[src/rtl/cpu_loader_pkg.sv]
// cpu_loader_pkg: header op codes and FSM state encoding shared by the
// loader top and its run counter.
//
// Build option:
//   CPU_LOADER_DUMP_EN - when defined, the data-memory dump states exist and
//                        op 11 reads data memory back out on the m_* stream.
//                        When undefined, op 11 is rejected with an err pulse.

package cpu_loader_pkg;

    // Header op field, bits [31:30] of a header word.
    typedef enum logic [1:0] {
        OP_LD_I = 2'b00,  // load instruction memory, one 32-bit word per beat
        OP_LD_D = 2'b01,  // load data memory, two beats (lo, hi) per 64-bit word
        OP_RUN  = 2'b10,  // enable the CPU for `count` cycles
        OP_DUMP = 2'b11   // read data memory back, two beats per 64-bit word
    } op_e;

    typedef enum logic [3:0] {
        ST_IDLE    = 4'd0,
        ST_LD_I    = 4'd1,
        ST_LD_D_LO = 4'd2,
        ST_LD_D_HI = 4'd3,
        ST_RUN     = 4'd4
`ifdef CPU_LOADER_DUMP_EN
        ,
        ST_RD_REQ  = 4'd5,
        ST_RD_WAIT = 4'd6,
        ST_TX_LO   = 4'd7,
        ST_TX_HI   = 4'd8
`endif
    } state_e;

`ifdef CPU_LOADER_DUMP_EN
    localparam bit DUMP_EN = 1'b1;
`else
    localparam bit DUMP_EN = 1'b0;
`endif

    // Bit position of the header base field.
    localparam int BASE_LSB = 16;

endpackage

[src/rtl/cpu_loader_runctr.sv]
// cpu_loader_runctr: down-counter timing the RUN phase.
//
// Ports:
//   clk, arst  - clock, asynchronous active-high reset
//   load       - load `load_val` (takes priority over dec)
//   load_val   - value to load; the caller loads count-1 so that `zero`
//                marks the last RUN cycle
//   dec        - decrement by one (saturates at zero)
//   zero       - counter currently equals zero

module cpu_loader_runctr #(
    parameter int W = 16
) (
    input  logic         clk,
    input  logic         arst,
    input  logic         load,
    input  logic [W-1:0] load_val,
    input  logic         dec,
    output logic         zero
);

    logic [W-1:0] cnt_q;

    always_ff @(posedge clk or posedge arst) begin
        if (arst) begin
            cnt_q <= '0;
        end else if (load) begin
            cnt_q <= load_val;
        end else if (dec && (cnt_q != '0)) begin
            cnt_q <= cnt_q - W'(1);
        end
    end

    assign zero = (cnt_q == '0);

endmodule

[src/rtl/cpu_loader.sv]
// cpu_loader: host-driven loader for a small CPU. A header word on the
// s_* stream selects one of: load instruction memory, load data memory,
// run the CPU for N cycles, or dump data memory on the m_* stream.
//
// Handshake: a word moves on either stream only in a cycle where its valid
// and ready are both high; valid/data are held by the sender until ready.
//
// Header word: op=[31:30], base=[BASE_W+15:16], count=[CNT_W-1:0].
//
// Ports:
//   clk, arst               - clock, asynchronous active-high reset
//   s_valid/s_ready/s_data  - host -> loader words (header or payload)
//   m_valid/m_ready/m_data  - loader -> host dump words
//   cpu_enable              - CPU enable, high only during RUN
//   addr_ext/wen_ext/ren_ext/wdata_ext          - instruction memory port
//   addr_ext_2/wen_ext_2/ren_ext_2/wdata_ext_2/rdata_ext_2 - data memory port
//   busy                    - not IDLE
//   done                    - one-cycle pulse on return to IDLE after a command
//   err                     - one-cycle pulse on an illegal header
//
// Build option:
//   CPU_LOADER_DUMP_EN - enables the dump command (op 11). Without it the
//                        m_* stream and ren_ext_2 are tied low and op 11
//                        pulses err.

module cpu_loader
    import cpu_loader_pkg::*;
#(
    parameter int CNT_W  = 16,
    parameter int BASE_W = 14
) (
    input  logic        clk,
    input  logic        arst,
    input  logic        s_valid,
    output logic        s_ready,
    input  logic [31:0] s_data,
    output logic        m_valid,
    input  logic        m_ready,
    output logic [31:0] m_data,
    output logic        cpu_enable,
    output logic [63:0] addr_ext,
    output logic        wen_ext,
    output logic        ren_ext,
    output logic [31:0] wdata_ext,
    output logic [63:0] addr_ext_2,
    output logic        wen_ext_2,
    output logic        ren_ext_2,
    output logic [63:0] wdata_ext_2,
    input  logic [63:0] rdata_ext_2,
    output logic        busy,
    output logic        done,
    output logic        err
);

    state_e            state_q, state_d;
    logic [BASE_W-1:0] base_q;
    logic [CNT_W-1:0]  last_q;   // index of the final word of the command
    logic [CNT_W-1:0]  idx_q;
    logic [31:0]       lo_q;
    logic              done_q, err_q, cpu_en_q;

    op_e               hdr_op;
    logic [BASE_W-1:0] hdr_base;
    logic [CNT_W-1:0]  hdr_count;

    logic              rdy_state, s_fire, is_last;
    logic [63:0]       word_idx;
    logic              hdr_take, idx_inc, done_set, err_set;
    logic              run_load, run_dec, run_zero;

    assign hdr_op    = op_e'(s_data[31:30]);
    assign hdr_base  = s_data[BASE_W+BASE_LSB-1:BASE_LSB];
    assign hdr_count = s_data[CNT_W-1:0];

    // Word index widened before the add so base+i never wraps.
    assign word_idx = 64'(base_q) + 64'(idx_q);
    assign is_last  = (idx_q == last_q);

    assign rdy_state = (state_q == ST_IDLE) || (state_q == ST_LD_I) ||
                       (state_q == ST_LD_D_LO) || (state_q == ST_LD_D_HI);
    // Reset forces ready low combinationally so no output is high during arst.
    assign s_ready = rdy_state && !arst;
    assign s_fire  = s_valid && s_ready;

`ifdef CPU_LOADER_DUMP_EN
    logic [63:0] cap_q;
    logic        m_fire;
    assign m_fire = m_valid && m_ready;
`endif

    cpu_loader_runctr #(
        .W(CNT_W)
    ) u_runctr (
        .clk      (clk),
        .arst     (arst),
        .load     (run_load),
        .load_val (hdr_count - CNT_W'(1)),
        .dec      (run_dec),
        .zero     (run_zero)
    );

    // State register.
    always_ff @(posedge clk or posedge arst) begin
        if (arst) begin
            state_q <= ST_IDLE;
        end else begin
            state_q <= state_d;
        end
    end

    // Next-state logic and datapath strobes.
    always_comb begin
        state_d  = state_q;
        hdr_take = 1'b0;
        idx_inc  = 1'b0;
        done_set = 1'b0;
        err_set  = 1'b0;
        run_load = 1'b0;
        run_dec  = 1'b0;
        case (state_q)
            ST_IDLE: begin
                if (s_fire) begin
                    hdr_take = 1'b1;
                    if ((hdr_op == OP_DUMP) && !DUMP_EN) begin
                        err_set = 1'b1;
                    end else if (hdr_count == '0) begin
                        done_set = 1'b1;
                    end else begin
                        case (hdr_op)
                            OP_LD_I: state_d = ST_LD_I;
                            OP_LD_D: state_d = ST_LD_D_LO;
                            OP_RUN: begin
                                state_d  = ST_RUN;
                                run_load = 1'b1;
                            end
                            default: begin
`ifdef CPU_LOADER_DUMP_EN
                                state_d = ST_RD_REQ;
`endif
                            end
                        endcase
                    end
                end
            end
            ST_LD_I: begin
                if (s_fire) begin
                    idx_inc = 1'b1;
                    if (is_last) begin
                        state_d  = ST_IDLE;
                        done_set = 1'b1;
                    end
                end
            end
            ST_LD_D_LO: begin
                if (s_fire) begin
                    state_d = ST_LD_D_HI;
                end
            end
            ST_LD_D_HI: begin
                if (s_fire) begin
                    idx_inc = 1'b1;
                    if (is_last) begin
                        state_d  = ST_IDLE;
                        done_set = 1'b1;
                    end else begin
                        state_d = ST_LD_D_LO;
                    end
                end
            end
            ST_RUN: begin
                // Counter holds count-1 on entry, so RUN lasts `count` cycles.
                if (run_zero) begin
                    state_d  = ST_IDLE;
                    done_set = 1'b1;
                end else begin
                    run_dec = 1'b1;
                end
            end
`ifdef CPU_LOADER_DUMP_EN
            ST_RD_REQ:  state_d = ST_RD_WAIT;
            ST_RD_WAIT: state_d = ST_TX_LO;
            ST_TX_LO: begin
                if (m_fire) begin
                    state_d = ST_TX_HI;
                end
            end
            ST_TX_HI: begin
                if (m_fire) begin
                    idx_inc = 1'b1;
                    if (is_last) begin
                        state_d  = ST_IDLE;
                        done_set = 1'b1;
                    end else begin
                        state_d = ST_RD_REQ;
                    end
                end
            end
`endif
            default: state_d = ST_IDLE;
        endcase
    end

    // Command registers and registered pulses.
    always_ff @(posedge clk or posedge arst) begin
        if (arst) begin
            base_q   <= '0;
            last_q   <= '0;
            idx_q    <= '0;
            lo_q     <= '0;
            done_q   <= 1'b0;
            err_q    <= 1'b0;
            cpu_en_q <= 1'b0;
        end else begin
            done_q   <= done_set;
            err_q    <= err_set;
            // Registered enable that is high exactly while the state is RUN.
            cpu_en_q <= (state_d == ST_RUN);
            if (hdr_take) begin
                base_q <= hdr_base;
                last_q <= hdr_count - CNT_W'(1);
                idx_q  <= '0;
            end else if (idx_inc) begin
                idx_q <= idx_q + CNT_W'(1);
            end
            if ((state_q == ST_LD_D_LO) && s_fire) begin
                lo_q <= s_data;
            end
        end
    end

`ifdef CPU_LOADER_DUMP_EN
    // Read latency is one cycle: data requested in RD_REQ is on rdata_ext_2
    // during RD_WAIT.
    always_ff @(posedge clk or posedge arst) begin
        if (arst) begin
            cap_q <= '0;
        end else if (state_q == ST_RD_WAIT) begin
            cap_q <= rdata_ext_2;
        end
    end
`else
    logic unused_dump;
    assign unused_dump = ^{m_ready, rdata_ext_2};
`endif

    // Memory and dump-stream outputs, zero outside the states that own them.
    always_comb begin
        addr_ext    = '0;
        wen_ext     = 1'b0;
        wdata_ext   = '0;
        addr_ext_2  = '0;
        wen_ext_2   = 1'b0;
        ren_ext_2   = 1'b0;
        wdata_ext_2 = '0;
        m_valid     = 1'b0;
        m_data      = '0;
        case (state_q)
            ST_LD_I: begin
                addr_ext  = {word_idx[61:0], 2'b00};
                wdata_ext = s_data;
                wen_ext   = s_fire;
            end
            ST_LD_D_HI: begin
                addr_ext_2  = {word_idx[60:0], 3'b000};
                wdata_ext_2 = {s_data, lo_q};
                wen_ext_2   = s_fire;
            end
`ifdef CPU_LOADER_DUMP_EN
            ST_RD_REQ: begin
                addr_ext_2 = {word_idx[60:0], 3'b000};
                ren_ext_2  = 1'b1;
            end
            ST_TX_LO: begin
                m_valid = 1'b1;
                m_data  = cap_q[31:0];
            end
            ST_TX_HI: begin
                m_valid = 1'b1;
                m_data  = cap_q[63:32];
            end
`endif
            default: ;
        endcase
    end

    assign ren_ext    = 1'b0;
    assign cpu_enable = cpu_en_q;
    assign busy       = (state_q != ST_IDLE);
    assign done       = done_q;
    assign err        = err_q;

endmodule

[config.mk]
export PLATFORM = sky130hd
export DESIGN_NAME = cpu_loader
export DESIGN_NICKNAME = d
export VERILOG_FILES = /design/src/rtl/cpu_loader_pkg.sv /design/src/rtl/cpu_loader_runctr.sv /design/src/rtl/cpu_loader.sv
export SDC_FILE = /design/constraint.sdc
export NUM_CORES = 1
export LEC_CHECK = 0
export ABC_AREA = 1
export BUFFER_PORTS_ARGS = -buffer_cell sky130_fd_sc_hd__buf_2
export CAP_MARGIN = 0
export CORE_MARGIN = 1
export CORE_UTILIZATION = 40
export DETAILED_ROUTE_END_ITERATION = 12
export PLACE_DENSITY = 0.72
export REMOVE_ABC_BUFFERS = 1
export SYNTH_ARGS = -nofsm -noshare
export SYNTH_HDL_FRONTEND = slang
export SYNTH_HIERARCHICAL = 1
export SYNTH_SLANG_ARGS = --single-unit
[constraint.sdc]
create_clock -name clk -period 7.7 [get_ports clk]
set_input_delay 0.77 -clock clk [delete_from_list [all_inputs] [get_ports clk]]
set_output_delay 0.77 -clock clk [all_outputs]
set_load 0.01 [all_outputs]
After elaboration in Yosys (flattened, before gate mapping)
Cells that the tools add are included.
{"block": "totals", "reg_bits": 101, "latch_bits": 0, "ramBits": 0, "mem_bits_ro": 0, "in_bits": 100, "output_inout_bits": 266, "mem_count": 0}
{"block": "classes", "addsub": 4, "n_mul": 0, "n_div": 0, "magnitude_cmp": 0, "eq_ne": 9, "shift": 0, "muxes": 41, "bitwise": 0, "reduce_logical": 17}
{"op": "$mux W16", "count": 4}
{"op": "$mux W64", "count": 1}
{"op": "$logic_not A16 Y1", "count": 2}
{"op": "$mux W32", "count": 1}
{"op": "$mux W4", "count": 8}
{"op": "$sub A16 B1 Y16 const B", "count": 2}
{"op": "$mux W1", "count": 21}
{"op": "$mux W20", "count": 1}
{"op": "$pmux W4 S5", "count": 1}
{"op": "$mux W19", "count": 1}
{"op": "$add A14 B16 Y17", "count": 1}
{"op": "$add A16 B1 Y16 const B", "count": 1}
{"op": "$eq A16 B16 Y1", "count": 1}
{"op": "$reduce_bool A16 Y1", "count": 1}
{"op": "$pmux W4 S3", "count": 1}
{"op": "$eq A4 B2 Y1 const B", "count": 2}
{"op": "$eq A4 B3 Y1 const B", "count": 2}
{"op": "$eq A2 B2 Y1 const B", "count": 2}
{"op": "$eq A4 B1 Y1 const B", "count": 1}
{"op": "$logic_and A1 B1 Y1", "count": 4}
{"op": "$logic_not A4 Y1", "count": 1}
{"op": "$reduce_bool A2 Y1", "count": 2}
{"op": "$reduce_bool A4 Y1", "count": 1}
{"op": "$logic_or A1 B1 Y1", "count": 3}
{"op": "6 further kinds", "count": 6}

Logic depth before layout (Yosys ltp)
Gate-level depths: netlist of run 1.
{"block": "logic_depth", "word_depth": 10, "ltp_mapped": 14}

By module
Netlist of run 1, hierarchy kept.
{"mod": "cpu_loader", "instances": 1, "cells_each": 1011, "area_each_um2": 6727.7, "seq_area_each_um2": 2127.0}
{"mod": "cpu_loader_runctr", "instances": 1, "cells_each": 193, "area_each_um2": 1239.9, "seq_area_each_um2": 400.4}

Worst setup path after synthesis of run 1
No wires, ideal clock.
{"block": "synth_path", "path_kind": "input-to-reg", "startpoint": "input port arst", "endpoint": "register u_runctr.cnt_q[13]", "setup_time_ns": 0.117, "arrival_time_ns": 4.072, "required_time_ns": 7.583, "slack_ns": 3.512, "path_stages": 11, "path_cell_list": "inv_1 nand3_4 inv_2 nand2_4 buf_2 nor2_1 buf_2 inv_1 or2_2 nand3_2 nand2_1"}
{"block": "synth_between", "elab_chain_cells": 6, "elab_cells_between_ends": 7, "classes_between": "mux: 3; reduce/logical: 4"}
{"item": "from (decl)", "line": "cpu_loader.sv:33", "rtl": "input logic arst,"}
{"item": "$logic_not A1 Y1 (no line) *"}
{"item": "$logic_and A1 B1 Y1 *", "line": "cpu_loader.sv:82", "rtl": "assign s_ready = rdy_state && !arst;"}
{"item": "$logic_and A1 B1 Y1 *", "line": "cpu_loader.sv:83", "rtl": "assign s_fire = s_valid && s_ready;"}
{"item": "$mux W1 *", "line": "cpu_loader.sv:122", "rtl": "if (s_fire) begin"}
{"item": "$mux W1 *", "line": "cpu_loader.sv:120", "rtl": "case (state_q)"}
{"item": "via run_load", "line": "cpu_loader.sv:69", "rtl": "logic run_load, run_dec, run_zero;"}
{"item": "$mux W16 or $reduce_bool A2 Y1 (tied branches)"}
{"item": "to (signal assigned)", "line": "cpu_loader_runctr.sv:28", "rtl": "cnt_q <= load_val;"}
{"item": "to (signal assigned)", "line": "cpu_loader_runctr.sv:30", "rtl": "cnt_q <= cnt_q - W'(1);"}
{"item": "to (decl)", "line": "cpu_loader_runctr.sv:22", "rtl": "logic [W-1:0] cnt_q;"}
Mark *: on every way through the listed nets, which the timed path passes. The rest lies on a longest branch.
A chain may end at the register's enable or synchronous reset.

Final worst setup path of run 1
{"block": "layout_path", "startpoint": "input port arst", "endpoint": "register u_runctr.cnt_q[2]"}
Same word-level chain as after synthesis.

==> results of run 1 <==
[layer usage]
| layer | GRT usage, % | vias up | wire length [µm] |
|---|---|---|---|
| li1 | - | 3744 | - |
| met1 | 28.73 | 3388 | 9660 |
| met2 | 31.09 | 239 | 9181 |
| met3 | 3.823 | 19 | 1167 |
| met4 | 5.093 | 0 | 257 |
| met5 | 0 | - | 0 |
[kinds of logic (layout without fill, tap and decap cells)]
kind of cell,count (synthesis),in the layout,synth area share (%)
buf+inv,313,338,21.61
xor+xnor,27,27,2.968
simple gates,635,635,33.61
flops,101,101,31.72
compound gates,109,109,7.129
other cells,1,130,0.04707
fa+ha+maj,18,18,2.921
[cell type report]
type / count / area share, %
clock buffers: 10 / 2.590
clock inverters: 6 / 1.061
inverters: 148 / 6.326
multi-input cells: 919 / 47.75
flip-flops and latches: 101 / 28.59
well taps: 265 / 3.750
repair buffers: 174 / 9.935
[worst paths after layout]
| path | depth (start not counted) | endpoint | slack (ns) | startpoint |
|---|---|---|---|---|
| max | 11 | u_runctr/cnt_q[2] | 3.80 | arst |
| min | 2 | lo_q[15] | 0.38 | arst |
| max reg2reg | 8 | u_runctr/cnt_q[2] | 3.99 | state_q[0] |
| min reg2reg | 2 | base_q[4] | 0.49 | base_q[4] |
| max in group asynchronous | 3 | lo_q[21] | 6.10 | arst |
| min in group clk | 2 | base_q[4] | 0.49 | base_q[4] |
[registers in the layout, indices dropped and copies added (netlist names)]
| name | cells |
|---|---|
| u_runctr/cnt_q | 16 |
| cpu_enable | 1 |
| last_q | 16 |
| done | 1 |
| lo_q | 32 |
| base_q | 14 |
| state_q | 4 |
| err | 1 |
| idx_q | 16 |
[metrics by stage]
step	hold slack [ns]	cell area (µm²)
after floorplan	0.4594	7288
after global placement	0.4804	8518
after detailed placement	0.4837	8518
after CTS	0.3991	8841
after global routing	0.4102	8841
final	0.3792	8841
[report_power, final]
part	switching, mW	internal, mW	total [mW]
Sequential	0.100	0.652	0.752
Combinational	0.406	0.209	0.615
Clock	0.218	0.289	0.507
[cells in the mapped netlist, types with 7 or more instances]
cell type  instances  area, µm²
nand2_1          298       1119
nor2_1           210      788.3
inv_1            145      544.3
buf_4            136       1021
dfrtp_1          101       2527
o21ai_0           76      380.4
nand3_1           61      305.3
buf_2             20      100.1
xor2_1            19      166.4
nor3_1            18      90.09
a21oi_1           17      85.08
ha_1              17      212.7
nand4_1           12      75.07
o21ai_1            8      40.04
xnor2_1            8      70.07
clkbuf_1           7      26.28
[worst reg2reg max path: stages, from the launching register on]
cell	delay [ns]
dfrtp_1	0.54
nor2_1	0.36
nand2_4	0.39
nor2_1	1.02
inv_1	0.64
nand2_4	0.39
inv_2	0.13
nand2_1	0.09
nand2_1	0.05
==> results.ini, run 1 <==
[setup_path]
crit_chain=buf_2 -> clkinv_2 -> nand3_4 -> inv_2 -> nand2_4 -> nor2_1 -> inv_1 -> nand2_4 -> inv_2 -> nand2_1 -> nand2_1
worstPathArrival_ns=4.15
cp-start-kind=primary input
path_max_fanout=55
cp-end-kind=register
crit_buf_inv=5
crit_slowest_cell=nor2_1
critPathKind=in -> reg
path_delay_family=simple AND/OR/NAND/NOR gates
crit_path_max_incr_delay_ns=1.02
crit_required_ns=7.95

[layout]
nNetsFinal=1471
n_fill_cell=2042
final_cell_mix=297 x nand2_1, 210 x nor2_1, 171 x buf_2
diodes=0
final_common_cell=nand2_1
multi_input_area_um2=4222
seqCellArea_um2=2527
final_cells=1623
fin_util_pct=45.43
syn_to_final_growth_pct=10.96
final_layout_size_suffix_gt1_share_pct=16.57

[floorplan]
dieArea_um2=20490
die_h_um=143.1
rows=51
core_area_um2=19460
die_w_um=143.1
initial_utilization_pct=40.94
ioPinCount=366

[synthesis]
synth-main-ff-cell=dfrtp_1
synth.avg_cell_area_um2=6.618
synth_warnings=6
synthArstFlopShare_pct=100.0
synth_area_um2=7968
ys_ff_latch=101
synth_edf_count=0
yosysUniqueCellTypes=38
synth-seq-area-share_pct=31.72
syn_inst=1204

[route]
wirelength_um=20270
wire_per_inst_um=12.49
drtAntennaViolNets=0
vias=7390
via_per_inst=4.553
dr.first_iter.drc_count=522
remaining_drc_errors=0
firstDrtPassIters=5

[cts]
cts_setup_buffers=0
h-tree-depth=3
clkLatencyLatePin_ns=0.37
cts_tree=built
ctsHoldBuffers=0
clk_pin_slew_worst_paths_ns=0.08
clkSinkCount=101
cts_buffers=9
root_buffer=clkbuf_16
max-clock-path-buffers=2
ctsResizeCount=0

[placement]
io_buffer_count=171
pre_cts_ws_ns=3.349
dpl.hpwl_um=15150
gp_congestion=0.8778
numPlacedInstances=1607

[global_route]
grtUsageTotal_pct=20.16
grt_max_degree=84
grt_pass1_vias=6260
antenna_found_initial=0
grt_pass1_wl_um=32170
gr-total-overflow=0

[power]
power_density_nw_per_um2=211.8
power_leakage_nw=5.172
peakVddDrop_mv=0.1419
total_power_mw=1.873

[job]
maxCapViolCount=0

[outcome]
outcome=completed

[timing]
rsz0062_at_grt=false
skew_ns=0.01323
fmax_mhz=256.5
final-max-slew-violation-count=0
fin_crit_sh_pct=50.62
setup_viol=0
final.min_clock_period_ns=3.898
fin_setup_tns_ns=0
finalHoldViolations=0
max_slew_margin_pct=22.58
setup_ws_ns=3.802
tightest_slew_ns=1.157

[hold_path]
hp-class=in -> async

Power figures use the tool's default switching activity.
==> run 2: changes to the inputs <==
--- a/config.mk
+++ b/config.mk
@@ -11,7 +11,7 @@
 export CORE_MARGIN = 1
 export CORE_UTILIZATION = 40
 export DETAILED_ROUTE_END_ITERATION = 12
-export PLACE_DENSITY = 0.72
+export PLACE_DENSITY = 0.75
 export REMOVE_ABC_BUFFERS = 1
 export SYNTH_ARGS = -nofsm -noshare
 export SYNTH_HDL_FRONTEND = slang
==> constraint.sdc (replaced) <==
create_clock -name clk -period 3.5 [get_ports clk]
set_input_delay 0.35 -clock clk [delete_from_list [all_inputs] [get_ports clk]]
set_output_delay 0.35 -clock clk [all_outputs]
set_load 0.01 [all_outputs]
==> run 2 against run 1 <==
Global-route usage is 0.11 points higher. Sequential power is 120% higher. Final area up 0.86%. Die area unchanged. Largest cell class unchanged. Sequential share of layout area down 0.24 points. Core utilization increased by 0.39 points. Clock-buffer cell count unchanged. Hold slack got worse by 0.16 ns. Setup slack got worse by 3.2 ns. Register-to-register slack worse by 3.2 ns. First-iteration DRC count is 1.1% lower.
==> results.ini, run 2 (synthesis results as in run 1) <==
[floorplan]
initial_utilization_pct=40.94
die_w_um=143.1
ioPinCount=366
die_h_um=143.1
dieArea_um2=20490
rows=51
core_area_um2=19460

[placement]
dpl.hpwl_um=15550
gp_congestion=0.8893
io_buffer_count=171
numPlacedInstances=1613

[route]
via_per_inst=4.598
wire_per_inst_um=12.60
wirelength_um=20530
wl_met1_um=9651
dr_wl_met2_um=9188
dr.first_iter.drc_count=516
remaining_drc_errors=0
drtAntennaViolNets=0
wl_met3_um=1374
top_layer=met4
firstDrtPassIters=6
vias=7495

[layout]
multi_input_area_um2=4224
final_cells=1630
final_layout_size_suffix_gt1_share_pct=17.00
n_fill_cell=1952
fin_util_pct=45.82
syn_to_final_growth_pct=11.92
diodes=0
final_common_cell=nand2_1
largest_reg_flops=32
final_cell_mix=297 x nand2_1, 209 x nor2_1, 171 x buf_2
seqCellArea_um2=2527
regMostFlops=lo_q
nNetsFinal=1478

[global_route]
grt_pass1_vias=6360
grt_max_degree=68
grt_pass1_wl_um=32400
grtUsageTotal_pct=20.27
antenna_found_initial=0
gr-total-overflow=0

[cts]
clkLatencyLatePin_ns=0.35
clk_pin_slew_worst_paths_ns=0.07
root_buffer=clkbuf_16
cts_buffers=9
cts_tree=built
cts_setup_buffers=0
h-tree-depth=3
clkSinkCount=101
max-clock-path-buffers=2

[timing]
final.min_clock_period_ns=2.900
skew_ns=0.006272
fin_crit_sh_pct=82.87
max_slew_margin_pct=40.81
rsz0062_at_grt=false
final-max-slew-violation-count=0
finalHoldViolations=0
fmax_mhz=344.8
setup_viol=0
tightest_slew_ns=0.8879

[power]
p_sw_mw=1.583
total_power_mw=4.180
power_leakage_nw=5.206
pwr-share-seq_pct=39.5
power.share.clock_pct=28.0
swShare_pct=37.87
power_density_nw_per_um2=468.7
p_int_mw=2.597
peakVddDrop_mv=0.2749
p_comb_share_pct=32.5

[hold_path]
hp-class=in -> reg

[setup_path]
worstPathArrival_ns=3.15
crit_path_max_incr_delay_ns=0.53
crit_required_ns=3.75
critPathKind=in -> reg
cp-end-kind=register
crit_slowest_cell=dlygate4sd3_1
cp-start-kind=primary input
crit_buf_inv=6
path_max_fanout=20
path_delay_family=buffers and inverters
crit_chain=dlygate4sd3_1 -> buf_2 -> inv_4 -> nand3_4 -> inv_2 -> nand2_4 -> nor2_2 -> inv_1 -> nand2_4 -> inv_2 -> nand2_1 -> nand2_1

[job]
maxCapViolCount=0

[outcome]
outcome=completed

[run 2: tightest hold or removal path: cells and delay by family]
kind | cells | cell delay, ns
compound gates | 1 | 0.05
buf+inv | 1 | 0.09
simple gates | 1 | 0.04
[run 2: final cells by class]
type	count	share of cell area (%)
clock buffer	10	2.568
timing repair buffer	181	10.47
tap	265	3.718
sequential	101	28.34
multi-input combinational	919	47.37
inverter	148	6.286
clock inverter	6	1.249
[run 2: routing by layer]
| metal | GRT usage, % | vias to the layer above |
|---|---|---|
| met5 | 0 | - |
| met4 | 6.338 | 0 |
| met3 | 3.488 | 32 |
| met2 | 31.53 | 293 |
| met1 | 28.45 | 3413 |
| li1 | - | 3757 |
[run 2: worst paths after layout]
path	start	endpoint	slack, ns	cells past startpoint
hold / removal	s_data[26]	lo_q[26]	0.22	3
hold reg to reg	base_q[4]	base_q[4]	0.50	2
min in group asynchronous	arst	lo_q[15]	0.51	3
setup / recovery	arst	u_runctr/cnt_q[9]	0.60	12
setup reg to reg	u_runctr/cnt_q[0]	u_runctr/cnt_q[9]	0.76	12
max in group asynchronous	arst	lo_q[28]	1.81	4
[run 2: stage by stage]
stage	worst slack [ns]	TNS (ns)	area (µm²)	hold slack, ns
global placement	0.2019	0	8564	0.3492
detailed placement	0.1446	0	8564	0.3497
global route	0.2437	0	8917	0.2256
CTS	0.1554	0	8915	0.2129
floorplan	-0.9418	-45.08	7288	0.2637
finish	0.5997	0	8917	0.2181
[run 2: what timing repair did]
| item | CTS | global route |
|---|---|---|
| endpoints found under the setup margin | 0 | 16 |
| endpoints found under the hold margin | 18 | 0 |
| gates resized for setup | 0 | 1 |
| hold buffers | 1 | 0 |
[run 2: power groups by stage]
| stage | clock network [mW] | logic (mW) | registers, mW |
|---|---|---|---|
| detailed placement | 0 | 1.34 | 1.67 |
| floorplan | 0 | 1.05 | 1.60 |
| global placement | 0 | 1.32 | 1.66 |
| global route | 1.23 | 1.59 | 1.69 |
| finish | 1.17 | 1.36 | 1.65 |
| CTS | 1.18 | 1.35 | 1.65 |
